`config.mk`:
```
export PLATFORM = sky130hd
export DESIGN_NAME = pipeline_sequencer
export DESIGN_NICKNAME = d
export VERILOG_FILES = /design/src/rtl/pipeline_sequencer.sv
export SDC_FILE = /design/constraint.sdc
export NUM_CORES = 1
export LEC_CHECK = 0
export CORE_ASPECT_RATIO = 1.5
export CORE_MARGIN = 5
export CORE_UTILIZATION = 46
export CTS_CLUSTER_DIAMETER = 50
export DETAILED_ROUTE_END_ITERATION = 8
export PLACE_DENSITY = 0.85
export SYNTH_ARGS = -nofsm -noshare
export SYNTH_HDL_FRONTEND = slang
export SYNTH_SLANG_ARGS = --single-unit
```
`constraint.sdc`:
```
create_clock -name clk -period 2.5 [get_ports clk]
set_clock_uncertainty 0.1 [all_clocks]
set_input_delay 0.25 -clock clk [delete_from_list [all_inputs] [get_ports clk]]
set_output_delay 0.25 -clock clk [all_outputs]
set_load 0.01 [all_outputs]
```
`src/rtl/pipeline_sequencer.sv`:
```
// pipeline_sequencer: stall/flush/halt control for a 5-stage RISC-V pipeline with saturating debug counters.
module pipeline_sequencer #(
  parameter int DRAIN_CYCLES = 3,
  parameter int CNT_W = 16
) (
  input  logic             clk,
  input  logic             rst_n,
  input  logic [6:0]       id_opcode,
  input  logic [4:0]       id_rs1,
  input  logic [4:0]       id_rs2,
  input  logic [4:0]       ex_rd,
  input  logic             ex_memread,
  input  logic             ex_redirect,
  input  logic             mem_access,
  input  logic             mem_ready,
  output logic             pc_write,
  output logic             ifid_write,
  output logic             ifid_flush,
  output logic             idex_flush,
  output logic             exmem_write,
  output logic             memwb_flush,
  output logic             halted,
  output logic [CNT_W-1:0] stall_cnt,
  output logic [CNT_W-1:0] flush_cnt
);
  localparam logic [6:0] OP_R = 7'b0110011, OP_LOAD = 7'b0000011, OP_STORE = 7'b0100011,
                         OP_BR = 7'b1100011, OP_I = 7'b0010011, OP_JALR = 7'b1100111,
                         OP_HALT = 7'b1111111;
  localparam int DW = (DRAIN_CYCLES > 1) ? $clog2(DRAIN_CYCLES) : 1;
  typedef enum logic [1:0] {RUN, MEM_WAIT, DRAIN, HALTED} state_t;
  state_t state, next;
  logic [DW-1:0] drain_q, drain_d;
  logic uses_rs1, uses_rs2, hazard, mem_wait, redirect_taken;
  assign uses_rs1 = id_opcode inside {OP_R, OP_LOAD, OP_STORE, OP_BR, OP_I, OP_JALR};
  assign uses_rs2 = id_opcode inside {OP_R, OP_STORE, OP_BR};
  assign hazard = ex_memread && ex_rd != 5'd0 &&
                  ((uses_rs1 && ex_rd == id_rs1) || (uses_rs2 && ex_rd == id_rs2));
  assign mem_wait = mem_access && !mem_ready;
  assign halted = state == HALTED;
  always_comb begin
    next = state;
    drain_d = drain_q;
    redirect_taken = 1'b0;
    pc_write = 1'b1;
    ifid_write = 1'b1;
    exmem_write = 1'b1;
    ifid_flush = 1'b0;
    idex_flush = 1'b0;
    memwb_flush = 1'b0;
    case (state)
      RUN: begin
        if (mem_wait) begin
          {pc_write, ifid_write, exmem_write, memwb_flush} = 4'b0001;
          next = MEM_WAIT;
        end else if (ex_redirect) begin
          {ifid_flush, idex_flush} = 2'b11;
          redirect_taken = 1'b1;
        end else if (hazard) begin
          {pc_write, ifid_write, idex_flush} = 3'b001;
        end else if (id_opcode == OP_HALT) begin
          {pc_write, ifid_write, idex_flush} = 3'b001;
          drain_d = DW'(DRAIN_CYCLES - 1);
          next = DRAIN;
        end
      end
      MEM_WAIT: begin
        if (!mem_ready) {pc_write, ifid_write, exmem_write, memwb_flush} = 4'b0001;
        else next = RUN;
      end
      DRAIN: begin
        {pc_write, ifid_write} = 2'b00;
        if (mem_wait) {exmem_write, memwb_flush} = 2'b01;
        else begin
          idex_flush = 1'b1;
          next = drain_q == '0 ? HALTED : DRAIN;
          drain_d = drain_q == '0 ? drain_q : drain_q - 1'b1;
        end
      end
      default: {pc_write, ifid_write, exmem_write, idex_flush, memwb_flush} = 5'b00011;
    endcase
    if (!rst_n) begin
      {pc_write, ifid_write, exmem_write} = 3'b000;
      {ifid_flush, idex_flush, memwb_flush} = 3'b111;
      redirect_taken = 1'b0;
    end
  end
  always_ff @(posedge clk or negedge rst_n) begin
    if (!rst_n) begin
      state <= RUN;
      drain_q <= '0;
      stall_cnt <= '0;
      flush_cnt <= '0;
    end else begin
      state <= next;
      drain_q <= drain_d;
      if (!pc_write && stall_cnt != '1) stall_cnt <= stall_cnt + 1'b1;
      if (redirect_taken && flush_cnt != '1) flush_cnt <= flush_cnt + 1'b1;
    end
  end
endmodule
```
After elaboration in Yosys (flattened, before gate mapping)
Index checks and enable logic that the tools add are counted.
{"block": "classes", "addsub": 3, "n_eq_ne": 24, "n_mux": 37, "n_reduce_logical": 20}
{"operator": "adder 16 x 1 -> 16 bit (second input constant)", "n": 2}
{"operator": "inequality test 16 bit (second input constant)", "n": 2}
{"operator": "two-way mux 1 bit", "n": 22}
{"operator": "== test 7 bit (second input constant)", "n": 3}
{"operator": "two-way mux 2 bit", "n": 9}
{"operator": "== test 7 x 6 -> 1 bit (second input constant)", "n": 2}
{"operator": "inequality test 2 bit (second input constant)", "n": 7}
{"operator": "== test 5 bit", "n": 2}
{"operator": "inequality test 3 bit (second input constant)", "n": 3}
{"operator": "== test 7 x 2 -> 1 bit (second input constant)", "n": 1}
{"operator": "== test 7 x 5 -> 1 bit (second input constant)", "n": 1}
{"operator": "logical AND 1 bit", "n": 7}
{"operator": "AND reduction 7 bit", "n": 1}
{"operator": "one-hot mux 1 bit (2 select lines)", "n": 3}
{"operator": "one-hot mux 2 bit (3 select lines)", "n": 1}
{"operator": "AND reduction 6 bit", "n": 1}
{"operator": "nonzero test 3 bit", "n": 2}
{"operator": "nonzero test 6 bit", "n": 1}
{"operator": "nonzero test 5 bit", "n": 1}
{"operator": "== test 2 bit (second input constant)", "n": 2}
{"operator": "logical NOT 2 bit", "n": 2}
{"operator": "one-hot mux 2 bit (2 select lines)", "n": 1}
{"operator": "one-hot mux 1 bit (3 select lines)", "n": 1}
{"operator": "== test 2 x 1 -> 1 bit (second input constant)", "n": 1}
{"operator": "5 further kinds", "n": 6}
{"block": "totals", "ff_bits": 36, "output_inout_bits": 39, "word_cells": 88}

Longest topological paths before layout
{"block": "logic_depth", "depth_word": 12, "mapped_depth": 9, "ltp_nobuf": 8}

Worst setup path after synthesis
OpenSTA, ideal clock, no wires.
{"block": "synth_path", "path_type": "flip-flop to flip-flop", "from": "register stall_cnt[0]", "to": "register stall_cnt[1]", "setup_ns": 0.125, "arrival_ns": 1.854, "required_time_ns": 2.275, "path_slack_ns": 0.422, "path_stages_with_launch": 9, "path_buffers": 1, "period_less_slack_ns": 2.078, "path_cell_list": "dfrtp_1 ha_1 and3_1 and4_1 nand3_1 and2_1 buf_2 nand2_1 mux2_2"}
{"block": "synth_between", "elab_chain_len": 2, "word_cells_on_any_way": 3, "cone_classes": "add/sub (1); eq/ne (1); reduce/logical (1)"}
{"item": "start: declaration", "line_no": "23", "source": "output logic [CNT_W-1:0] stall_cnt,"}
{"item": "start signal: assignment", "line_no": "96", "source": "if (!pc_write && stall_cnt != '1) stall_cnt <= stall_cnt + 1'b1;"}
{"item": "branches (longest 2 deep; another with adder 16 x 1 -> 16 bit)"}
Parallel ways; which one is timed is not known.
A chain may end at the register's enable or synchronous reset.

Worst setup path in the final report
{"block": "layout_path", "from": "input ex_rd[1]", "to": "output ifid_write"}
{"block": "layout_between", "elab_chain_len": 9, "word_cells_on_any_way": 13, "cone_classes": "eq/ne (2); mux (5); reduce/logical (6)"}
{"item": "start: declaration", "line_no": "11", "source": "input logic [4:0] ex_rd,"}
{"item": "== test 5 bit", "line_no": "37", "source": "((uses_rs1 && ex_rd == id_rs1) || (uses_rs2 && ex_rd == id_rs2));"}
{"item": "logical AND 1 bit", "line_no": "37"}
{"item": "logical OR 1 bit", "line_no": "37"}
{"item": "logical AND 1 bit (*)", "line_no": "36", "source": "assign hazard = ex_memread && ex_rd != 5'd0 &&"}
{"item": "two-way mux 1 bit (*)", "line_no": "58", "source": "end else if (hazard) begin"}
{"item": "two-way mux 1 bit (*)", "line_no": "55", "source": "end else if (ex_redirect) begin"}
{"item": "two-way mux 1 bit (*)", "line_no": "52", "source": "if (mem_wait) begin"}
{"item": "one-hot mux 1 bit (2 select lines) (*)", "line_no": "50", "source": "case (state)"}
{"item": "two-way mux 1 bit (*)", "line_no": "81", "source": "if (!rst_n) begin"}
{"item": "end: declaration", "line_no": "17", "source": "output logic ifid_write,"}
Mark *: on every way between the ends. The rest lies on a longest branch, timed or not.

==> metrics.txt <==
status=finished clean; Leakage=0.00123 µW; fin crit period=~2400 ps; core area=approximately 0.0045 mm²; Initial Util=0.467; Max Clock Freq=between 400 and 500 MHz; nets=roughly 330; min-delay worst type=primary input to asynchronous set/reset pin; clock network fraction of total power=0.179; share of the synthesized area in the top cell type=0.432; CP Class=primary input to output pin; R2R setup slack=about 440 ps; clk root buf=clkbuf_8; fillers=364; Routed Antenna Nets=0; DRC Markers=0; post-synthesis cell area=approximately 0.0021 mm²; Synth cell types=37; Buffers on Ports=66; first-pass GRT wire length=8100 µm; gr ovfl total=0; top_reg_cell synth=dfrtp_1; worst-path fanout max=2; total CTS buffers=5; CTS max path bufs=2; pins over their slew limit=0; Layout area overhead=42.7%; DPL Wire Length=about 3700 µm; Syn Area/Cell=approximately 10 µm²; die area=around 0.006 mm²; sequential area share after synthesis=0.432; Finish-stage setup viols=0; 1st-pass router iterations=4; worst r2r src=stall_cnt[0]$_DFFE_PN0P_; vias per cell=roughly 5.4; Placed Instances=approximately 330; routability cong.=0.808; EDFF count, synth=0; Critical Path RT=between 2000 and 2500 ps; synth warn=0; fraction of layout cells with a size suffix above 1=0.106; Ports=between 60 and 70; Routed WL=4720 µm; row cnt=30; Crit. End Element=output pin; insertion delay to the later sink of the worst-skew pair=270 ps; flops & latches, synth=36; Die W=65.0 µm; Synth async-reset ratio=1.00; DR WL/cell=13.8 µm; post-synthesis cell count=between 200 and 250; switching fraction of total power=0.349; max-cap viol count=0; Core Util, Final=0.666; Rel. slew slack=0.701; post-route insts no fill=approximately 340; internal power=~1500 µW; vias in the first global route=between 1500 and 2000; vias=roughly 1900; Net Switching=between 800 and 900 µW; Total Power=2300 µW; Final Hold Viols=0; Die Ht=approximately 92 µm; combinational fraction of design power=0.454; H-tree depth=2; initial antenna violation count=0; clk slew on worst S/H paths=~70 ps; top cells by area, synth=dfrtp_1 (43%), xnor2_1 (16%), ha_1 (4.2%), nand4_1 (4.2%), nand2_1 (4.0%); Initial DRC Count=just under 70; Worst VDD drop=~0.42 mV; clock net sink count=36; CP Launch Type=primary input; Worst-Margin Slew=roughly 440 ps; final worst-path cycle share=0.971; area leader, netlist=dfrtp_1; sequential power share=0.367; diodes inserted=0; maximum number of pins on one net before global-route repair=23; Worst R2R Path Depth=6; TritonCTS clock tree=done; Total GRT Usage=0.168; Synth Net Count=248; reg-to-reg endpoint=stall_cnt[9]$_DFFE_PN0P_; worst path arrival time=roughly 2100 ps; Pwr Density=773 mW/mm²
-- power by group through the flow --
stage	clock (µW)	sequential [µW]	combinational, µW
after detailed placement	0	855	1000
after CTS	427	845	1010
after global routing	454	868	1160
final	413	843	1040
after global placement	0	848	979
after floorplan	0	867	525
-- cell usage in the layout (no fill, tap or decap), drive strengths merged, types with 2 or more instances in the layout --
cell type	n
nand4b	2
o21ai	7
ha	7
nand3	16
inv	6
clkbuf	9
nand2	22
and3	11
nand4	14
nand2b	2
and2	2
xor2	3
a21oi	8
and4	4
nor3	4
nor2	10
clkdlybuf4s50	63
buf	12
dfrtp	36
dlygate4sd2	2
xnor2	37
mux2	2
-- cell families (layout without fill, tap and decap cells) --
kind of cell,count (synthesis),after routing,synth area share
adders and majority gates,7,7,0.0420
muxes,3,3,0.0156
and+or+nand+nor,92,92,0.238
xor gates and xnor gates,40,40,0.168
AOI/OAI and AO/OA,22,22,0.0726
buffers and inverters,13,93,0.0318
DFF,36,36,0.432
-- per-stage QoR --
step / hold slack [ps] / worst slack (ps) / setup TNS (ps) / instance area [µm²]
2_1_floorplan: -146 / 422 / 0 / 2080
3_5_place_dp: -19.5 / -61.6 / -143 / 2840
6_report: 244 / 72.3 / 0 / 2970
4_1_cts: 217 / 13.0 / 0 / 2940
5_1_grt: 242 / -31.3 / -31.3 / 2970
3_3_place_gp: -22.6 / -39.7 / -54.0 / 2840
-- synth_stat cells, drive strengths merged, types with 3 or more instances --
cell type   n
and3       11
inv         6
buf         5
nand4      14
and4        4
nand3      16
ha          7
nor3        4
xnor2      37
nor2       10
dfrtp      36
o21ai       7
xor2        3
a21oi       8
nand2      22
-- registers in the layout (all words and copies together), names as in the netlist --
register / count
flush_cnt: 16
stall_cnt: 16
state: 2
drain_q: 2
-- timing repair --
item,4_1_cts,5_1_grt
pin swaps,0,0
resized for setup,4,8
hold endpoints to repair,36,0
hold buffers,1,0
setup buffers,0,1
endpoints found under the setup margin,3,3
-- critical path, cell delays in order --
cell and delay, ps:
clkdlybuf4s50_1 420, or4_1 540, o21ai_2 160, o21ai_2 70
nand2_1 100, clkdlybuf4s50_1 540
-- layout make-up --
class	instances	area, µm²	share of cell area
clock buffer	8	90.1	0.0303
inverter	6	22.5	0.00757
multi-input combinational	164	1140	0.385
sequential	36	901	0.303
tap	48	60.1	0.0202
timing repair buffer	79	756	0.254
-- routing by layer --
layer	track usage	up-vias	wire length (µm)
met5	0	-	0
met4	0.0758	0	67
met3	0.0267	4	214
met2	0.319	48	2600
met1	0.177	894	1840
li1	-	907	-
-- worst max path at each step --
stage                                     endpoint                startpoint  cells past startpoint
after floorplan           stall_cnt[1]$_DFFE_PN0P_  stall_cnt[0]$_DFFE_PN0P_                      8
after global placement                  idex_flush                  ex_rd[1]                      7
after detailed placement                idex_flush                  ex_rd[1]                      7
after CTS                               ifid_write      state[0]$_DFFE_PN0P_                      7
after global routing                    ifid_write      state[1]$_DFFE_PN0P_                      7
final                                   ifid_write                  ex_rd[1]                      6
Note: power is estimated with default switching activity, not from simulation.
